### src/rtl/vote_pkg.sv
// Shared types and constants for the vote session controller and its window timer.
package vote_pkg;

    localparam int DEF_SCORE_W = 8;

    localparam int W_NP      = 1;
    localparam int W_VIP     = 4;
    localparam int W_VVIP    = 16;
    localparam int MAX_SCORE = 80;

    typedef enum logic [2:0] {
        ST_IDLE,
        ST_CLEAR,
        ST_OPEN,
        ST_SETTLE,
        ST_DONE
    } state_e;

endpackage

### src/rtl/vote_window_timer.sv
// Voting-window down-counter: loads the window length, counts down to 1, clears to 0 when the window closes.
module vote_window_timer #(
    parameter int CNT_W         = 8,
    parameter int WINDOW_CYCLES = 16
) (
    input  logic             clk,
    input  logic             reset,
    input  logic             load_i,
    input  logic             clr_i,
    input  logic             dec_i,
    output logic [CNT_W-1:0] remaining_o,
    output logic             last_o
);

    logic [CNT_W-1:0] cnt_q;
    logic [CNT_W-1:0] cnt_d;

    // NOTE: always_comb assigns a default first so no path leaves cnt_d unassigned (no latch).
    always_comb begin
        cnt_d = cnt_q;
        if (clr_i) begin
            cnt_d = '0;
        end else if (load_i) begin
            cnt_d = CNT_W'(WINDOW_CYCLES);
        end else if (dec_i && cnt_q > CNT_W'(1)) begin
            cnt_d = cnt_q - CNT_W'(1);
        end
    end

    always_ff @(posedge clk or negedge reset) begin
        if (!reset) begin
            cnt_q <= '0;
        end else begin
            cnt_q <= cnt_d;
        end
    end

    assign remaining_o = cnt_q;
    assign last_o      = (cnt_q == CNT_W'(1));

endmodule

### src/rtl/vote_session_ctrl.sv
// Voting session FSM: clears the tally, runs a fixed window, decides pass/fail and holds the verdict.
// Optional macro VOTE_MONOTONIC_CHECK_EN adds a sticky mono_err flag for a falling score.
module vote_session_ctrl
    import vote_pkg::*;
#(
    parameter int WINDOW_CYCLES = 16,
    parameter int CNT_W         = 8,
    parameter int SCORE_W       = DEF_SCORE_W
) (
    input  logic               clk,
    input  logic               reset,
    input  logic               start,
    input  logic               abort,
    input  logic [SCORE_W-1:0] threshold,
    input  logic [SCORE_W-1:0] result,
    output logic               tally_clr,
    output logic               window_open,
    output logic               busy,
    output logic               done,
    output logic               pass,
    output logic [SCORE_W-1:0] final_score,
    output logic [CNT_W-1:0]   remaining
`ifdef VOTE_MONOTONIC_CHECK_EN
    ,
    output logic               mono_err
`endif
);

    state_e             state_q;
    logic [SCORE_W-1:0] thr_q;
    logic               tally_clr_q;
    logic               window_open_q;
    logic               busy_q;
    logic               done_q;
    logic               pass_q;
    logic [SCORE_W-1:0] final_score_q;

    logic reached;
    logic last;
    logic tmr_clr;
    logic tmr_load;
    logic tmr_dec;

    assign reached  = (result >= thr_q);
    assign tmr_clr  = abort || (state_q == ST_OPEN && (reached || last));
    assign tmr_load = (state_q == ST_CLEAR);
    assign tmr_dec  = (state_q == ST_OPEN);

    vote_window_timer #(
        .CNT_W         (CNT_W),
        .WINDOW_CYCLES (WINDOW_CYCLES)
    ) u_timer (
        .clk         (clk),
        .reset       (reset),
        .load_i      (tmr_load),
        .clr_i       (tmr_clr),
        .dec_i       (tmr_dec),
        .remaining_o (remaining),
        .last_o      (last)
    );

    // NOTE: sequential state uses non-blocking assignments so every register samples pre-edge values.
    always_ff @(posedge clk or negedge reset) begin
        if (!reset) begin
            state_q       <= ST_IDLE;
            thr_q         <= '0;
            tally_clr_q   <= 1'b0;
            window_open_q <= 1'b0;
            busy_q        <= 1'b0;
            done_q        <= 1'b0;
            pass_q        <= 1'b0;
            final_score_q <= '0;
        end else begin
            tally_clr_q <= 1'b0;
            if (abort) begin
                state_q       <= ST_IDLE;
                window_open_q <= 1'b0;
                busy_q        <= 1'b0;
                done_q        <= 1'b0;
                pass_q        <= 1'b0;
                final_score_q <= '0;
            end else begin
                case (state_q)
                    ST_IDLE: begin
                        if (start) begin
                            thr_q       <= threshold;
                            state_q     <= ST_CLEAR;
                            tally_clr_q <= 1'b1;
                            busy_q      <= 1'b1;
                        end
                    end
                    ST_CLEAR: begin
                        state_q       <= ST_OPEN;
                        window_open_q <= 1'b1;
                    end
                    ST_OPEN: begin
                        // Early decision and last-cycle expiry share one exit.
                        if (reached || last) begin
                            state_q       <= ST_SETTLE;
                            window_open_q <= 1'b0;
                        end
                    end
                    ST_SETTLE: begin
                        final_score_q <= result;
                        pass_q        <= reached;
                        done_q        <= 1'b1;
                        busy_q        <= 1'b0;
                        state_q       <= ST_DONE;
                    end
                    ST_DONE: begin
                        if (start) begin
                            thr_q         <= threshold;
                            state_q       <= ST_CLEAR;
                            tally_clr_q   <= 1'b1;
                            busy_q        <= 1'b1;
                            done_q        <= 1'b0;
                            pass_q        <= 1'b0;
                            final_score_q <= '0;
                        end
                    end
                    default: state_q <= ST_IDLE;
                endcase
            end
        end
    end

    assign tally_clr   = tally_clr_q;
    assign window_open = window_open_q;
    assign busy        = busy_q;
    assign done        = done_q;
    assign pass        = pass_q;
    assign final_score = final_score_q;

`ifdef VOTE_MONOTONIC_CHECK_EN
    logic [SCORE_W-1:0] prev_score_q;
    logic               prev_vld_q;
    logic               mono_err_q;

    // The CLEAR-cycle score is pre-clear, so the first OPEN cycle has no valid predecessor.
    always_ff @(posedge clk or negedge reset) begin
        if (!reset) begin
            prev_score_q <= '0;
            prev_vld_q   <= 1'b0;
            mono_err_q   <= 1'b0;
        end else begin
            prev_score_q <= result;
            prev_vld_q   <= (state_q == ST_OPEN);
            if (state_q == ST_CLEAR) begin
                mono_err_q <= 1'b0;
            end else if ((state_q == ST_OPEN || state_q == ST_SETTLE) &&
                         prev_vld_q && (result < prev_score_q)) begin
                mono_err_q <= 1'b1;
            end
        end
    end

    assign mono_err = mono_err_q;
`endif

endmodule

### config.mk
export PLATFORM = sky130hd
export DESIGN_NAME = vote_session_ctrl
export DESIGN_NICKNAME = d
export VERILOG_FILES = /design/src/rtl/vote_pkg.sv /design/src/rtl/vote_window_timer.sv /design/src/rtl/vote_session_ctrl.sv
export SDC_FILE = /design/constraint.sdc
export NUM_CORES = 1
export LEC_CHECK = 0
export ABC_AREA = 1
export CAP_MARGIN = 10
export CORE_ASPECT_RATIO = 1.25
export CORE_MARGIN = 2
export CORE_UTILIZATION = 35
export DETAILED_ROUTE_END_ITERATION = 8
export HOLD_SLACK_MARGIN = 0.1
export MAX_ROUTING_LAYER = met4
export PLACE_DENSITY = 0.66
export RECOVER_POWER = 50
export SYNTH_ARGS = -nofsm -noshare
export SYNTH_HDL_FRONTEND = slang
export SYNTH_SLANG_ARGS = --single-unit
### constraint.sdc
create_clock -name clk -period 1.7 [get_ports clk]
set_input_delay 0.17 -clock clk [delete_from_list [all_inputs] [get_ports clk]]
set_output_delay 0.17 -clock clk [all_outputs]
set_load 0.005 [all_outputs]
==> Yosys cells after proc, flatten, opt, wreduce, memory -nomap -nowiden <==
Cells that the tools add are included.
{ "totals": {"register_bits": 32, "output_inout_bits": 21} }
{ "classes": {"add_sub_neg": 1, "n_lt_le_gt_ge": 2, "n_eq_ne": 8, "n_mux": 24, "bitwise_logic": 1, "n_reduce_logical": 15} }
{ "op_table": {"columns": ["cell", "count"], "rows": [
  ["8-bit two-way mux", 5],
  ["8-bit one-hot mux with 2 select lines", 1],
  ["3-bit one-hot mux with 4 select lines", 1],
  ["3-bit nonzero test", 4],
  ["1-bit two-way mux", 10],
  ["3-bit two-way mux", 3],
  ["8-bit by 1-bit == test with 1-bit output (second input constant)", 1],
  ["8-bit greater-or-equal comparator", 1],
  ["8-bit by 1-bit greater-than comparator with 1-bit output (second input constant)", 1],
  ["1-bit one-hot mux with 2 select lines", 4],
  ["2-bit AND reduction", 4],
  ["8-bit by 1-bit subtractor with 8-bit output (second input constant)", 1],
  ["3-bit by 2-bit == test with 1-bit output (second input constant)", 2],
  ["3-bit inequality test (second input constant)", 2],
  ["3-bit by 1-bit == test with 1-bit output (second input constant)", 1],
  ["3-bit == test (second input constant)", 1],
  ["3-bit zero test", 1],
  ["3-bit by 1-bit inequality test with 1-bit output (second input constant)", 1],
  ["3-bit AND reduction", 1],
  ["1-bit logical AND", 2],
  ["1-bit logical OR", 2],
  ["2-bit OR reduction", 1],
  ["1-bit inverter", 1]
]} }

==> Logic depth before layout (Yosys ltp) <==
{ "logic_depth": {"depth_word": 5, "ltp_mapped": 12, "mapped_depth_nobuf": 12} }

==> Cells and area by module <==
A second synthesis with hierarchy kept.
{ "hier_totals": {"hier_cells": 237, "hier_area_um2": 1979.4} }
{ "by_module_without_submodules": {"columns": ["module", "n_inst", "cells_per_inst", "area_per_inst_um2", "seq_area_each_um2"], "rows": [
  ["vote_session_ctrl", 1, 152, 1320.0, 600.6],
  ["vote_window_timer", 1, 85, 659.4, 200.2]
]} }

==> Least setup slack after synthesis <==
Ideal clock, no wire load.
{ "synth_path": {"kind": "reg-to-reg", "from": "register u_timer.cnt_q[0] (netlist: u_timer.remaining_o[0])", "to": "register u_timer.cnt_q[1] (netlist: u_timer.remaining_o[1])", "setup_time_ns": 0.119, "arrival_time_ns": 1.350, "required_time_ns": 1.581, "setup_slack_ns": 0.231, "stages_incl_launch_ff": 10, "n_path_buf": 0, "synth_period_minus_slack_ns": 1.469, "cell_sequence": "dfrtp_1 > inv_1 > ha_1 > nand2_1 > nor2_1 > nor2_2 > nand2_2 > inv_2 > nor2_1 > o21a_1"} }
{ "synth_between": {"elab_chain_len": 5, "word_cells_on_any_way": 11, "cone_classes": "add/sub: 1; order compare: 1; eq/ne: 1; mux: 3; reduce/logical: 5"} }
{ "synth_lines": {"columns": ["item", "line", "source"], "rows": [
  ["start: declaration", "vote_window_timer.sv:15", "logic [CNT_W-1:0] cnt_q;"],
  ["start signal: assignment", "vote_window_timer.sv:34", "cnt_q <= cnt_d;"],
  ["parallel branches: the longest is 5 deep, another holds 8-bit by 1-bit subtractor with 8-bit output", null, null]
]} }
Several ways; the timed one is not identified. The select of a mux whose other input is x is not followed.
A chain may end at the register's enable or synchronous reset.

==> Worst setup path after layout <==
{ "layout_path": {"from": "register state_q[2]", "to": "register final_score_q[1] (netlist: final_score[1])"} }
{ "layout_between": {"elab_chain_len": 3, "word_cells_on_any_way": 7, "cone_classes": "eq/ne: 3; mux: 2; reduce/logical: 2"} }
{ "layout_lines": {"columns": ["item", "line", "source"], "rows": [
  ["start: declaration", "vote_session_ctrl.sv:29", "state_e state_q;"],
  ["start signal: assignment", "vote_session_ctrl.sv:65", "state_q <= ST_IDLE;"],
  ["start signal: assignment", "vote_session_ctrl.sv:76", "state_q <= ST_IDLE;"],
  ["start signal: assignment", "vote_session_ctrl.sv:87", "state_q <= ST_CLEAR;"],
  ["3-bit == test or 3-bit by 2-bit == test with 1-bit output (tied branches)", "vote_session_ctrl.sv:83", "case (state_q)"],
  ["8-bit one-hot mux with 2 select lines (tied with other cells)", "vote_session_ctrl.sv:83", null],
  ["8-bit two-way mux or 2-bit AND reduction (tied branches)", null, null],
  ["end signal: assignment", "vote_session_ctrl.sv:104", "final_score_q <= result;"],
  ["end: declaration", "vote_session_ctrl.sv:36", "logic [SCORE_W-1:0] final_score_q;"]
]} }
Several ways; a longest one is shown, not always the timed one.

==> flow_summary.toml <==
[setup_path]
slowest_stage = "dfrtp_1"
critPathLaunch = "state_q[2]"
cp_max_fo = 10
crit_arrival_ns = 1.72
crit_buf_inv = 2
cp-start-kind = "register"
crit_chain = "inv_1, nand3_1, inv_2, a211oi_1, a21oi_2, o21ai_0"
crit_type = "reg -> reg"
slowest_delay_ns = 0.42
critPathCaptureType = "register"
r2r-start = "state_q[2]"
cp_top_family = "compound AO/OA/AOI/OAI gates"
cp.required_ns = 1.84

[floorplan]
core.rowCount = 28
die_h_um = 81.8
io-pin-count = 41
start_util_pct = 36.1
core_region_area_sq_mm = 0.00469
die-area_sq_mm = 0.00542
die_width_um = 66.3

[worst_hold_path]
hp-class = "in -> reg"
hp-start = "threshold[3]"

[clock_network]
clock_sinks = 32
h-tree-depth = 2
cts-buffers-inserted = 5
worstSkewPairLatency_ns = 0.28
clock_path_buffers = 2
clkSlewWorstSetupHoldPaths_ns = 0.07
clockRootBuffer = "clkbuf_8"
cts_tree = "yes"

[flow_run]
cap_violations = 0

[yosys]
ys_seq_elements = 32
synth_edf_count = 0
synth-main-ff-cell = "dfrtp_1"
syn_area_per_cell_sq_um = 8.11
ys_seq_area_share_pct = 47.2
syn_nets = 239
yosys_warnings = 0
netlist_instances = 209
async_flop_share_pct = 100
synthesis.area_sq_mm = 0.00170
yosysUniqueCellTypes = 27

[pwr]
ir_drop_mv = 0.455
finalPower_uw = 2660
leakage_uw = 0.00112
power_density_mw_per_mm2 = 1140

[finish]
drive_gt1_share_pct = 11.8
diodes = 0
multi_input_area_sq_um = 741
fill_cells = 496
seq_area_sq_um = 801
area_delta_synth_final_pct = 37.8
layout.nets = 292

[route]
wl_per_cell_um = 11.9
viasPerCell = 4.67
drc_errors = 0
vias = 1503
antenna_left = 0
routed_wl_mm = 3.83
dr.pass1.iters = 4
drt_iter0_drc = 71

[placement]
post-place-ws_ns = -0.167
dpl.hpwl_mm = 2.81
place_congestion = 0.809
io_buffers = 40

[grt]
grt_pass1_wl_mm = 6.40
grt_max_degree = 33
overflow = 0
grtUsageTotal_pct = 16.4
antenna_found_initial = 0
first_global_vias = 1443

[timing]
grt_setup_unrepaired = "no"
setup_viol = 0
finalHoldViolCount = 0
fin_skew_ns = 0.00725
timing.final.crit_period_ns = 1.59
fin_ws_ns = 0.114
tightest_slew_ns = 0.821
slew_headroom_pct = 45.3
finalMaxSlewViolations = 0
final.period_utilization_pct = 93.3
fmax_ghz = 0.631

[outcome]
status = "finished, final reports clean"
==> cells in the mapped netlist, types with 3 or more instances <==
master / instances / share of area [%]
inv_1: 37 / 8.2
ha_1: 10 / 7.4
nand3_1: 19 / 5.6
nand2_1: 42 / 9.3
inv_2: 3 / 0.66
nor2_1: 20 / 4.4
a21oi_1: 3 / 0.89
o21ai_0: 18 / 5.3
dfrtp_1: 32 / 47
nor3_1: 3 / 0.89
==> worst register-to-register path, stage by stage, from the launching register on <==
cell and delay (ns):
dfrtp_1 0.42, inv_1 0.10, nand3_1 0.10, inv_2 0.16, a211oi_1 0.08, a21oi_2 0.41, o21ai_0 0.17
==> layout make-up <==
| type | instances | share of cell area, % |
|---|---|---|
| Sequential cell | 32 | 34.3 |
| Clock buffer | 7 | 4.12 |
| Tap cell | 60 | 3.21 |
| Timing Repair Buffer | 48 | 20.1 |
| Inverter | 40 | 6.53 |
| Multi-Input combinational cell | 135 | 31.7 |
==> logic make-up (layout without fill, tap and decap cells) <==
| family | after synthesis | in the layout | share of synthesized area, % |
|---|---|---|---|
| buffers and inverters | 42 | 95 | 9.74 |
| DFF | 32 | 32 | 47.2 |
| and+or+nand+nor | 92 | 92 | 24.1 |
| xor gates and xnor gates | 1 | 1 | 0.517 |
| AOI/OAI and AO/OA | 32 | 32 | 11.1 |
| adders and majority gates | 10 | 10 | 7.38 |
==> metrics by stage <==
step	instances	setup TNS (ns)	util (%)	instance area, sq um	hold WS, ns
2_1_floorplan	209	0	-	1700	-0.126
3_3_place_gp	315	-0.652	47.5	2230	0.460
3_5_place_dp	315	-0.869	47.5	2230	0.463
4_1_cts	322	0	49.5	2320	0.290
5_1_grt	322	0	49.8	2340	0.464
6_report	322	0	49.8	2340	0.442
==> registers in the layout (all words and copies together), names as in the netlist <==
| name | count |
|---|---|
| busy | 1 |
| done | 1 |
| final_score | 8 |
| pass | 1 |
| state_q | 3 |
| tally_clr | 1 |
| thr_q | 8 |
| u_timer.remaining_o | 8 |
| window_open | 1 |
==> what timing repair did <==
item	in CTS	in global routing
hold buffers	0	0
setup endpoints to repair	0	8
gates resized for setup	0	6
setup buffers	0	0
==> final timing paths <==
| kind | cells after the start | slack (ns) | endpoint |
|---|---|---|---|
| max in group asynchronous | 2 | 0.68 | u_timer.remaining_o[2] |
| hold reg to reg | 2 | 0.47 | thr_q[0] |
| min in group asynchronous | 2 | 0.50 | tally_clr |
| setup / recovery | 6 | 0.11 | final_score[1] |
| hold / removal | 3 | 0.44 | thr_q[3] |
| setup reg to reg | 6 | 0.11 | final_score[1] |
==> power by group <==
group	internal [uW]	switching [uW]
Combinational	460	567
Clock	360	266
Sequential	923	88.1
Total	1740	921
==> cells in the final DEF, fill, tap and decap left out, types with 7 or more instances in the layout <==
cell,n
nor2_1,20
dlygate4sd3_1,8
dfrtp_1,32
nand2_1,41
o21ai_0,18
inv_1,36
nand3_1,19
ha_1,10
clkdlybuf4s50_1,32
clkbuf_8,7
==> layer usage <==
| layer | up-vias | wire length (um) | global-route usage (%) |
|---|---|---|---|
| met5 | - | 0 | - |
| met4 | 0 | 116 | 8.98 |
| met3 | 13 | 214 | 4.25 |
| met2 | 44 | 1860 | 27.0 |
| met1 | 679 | 1630 | 18.0 |
| li1 | 767 | - | - |
No activity file was read; power rests on OpenSTA's default activity.
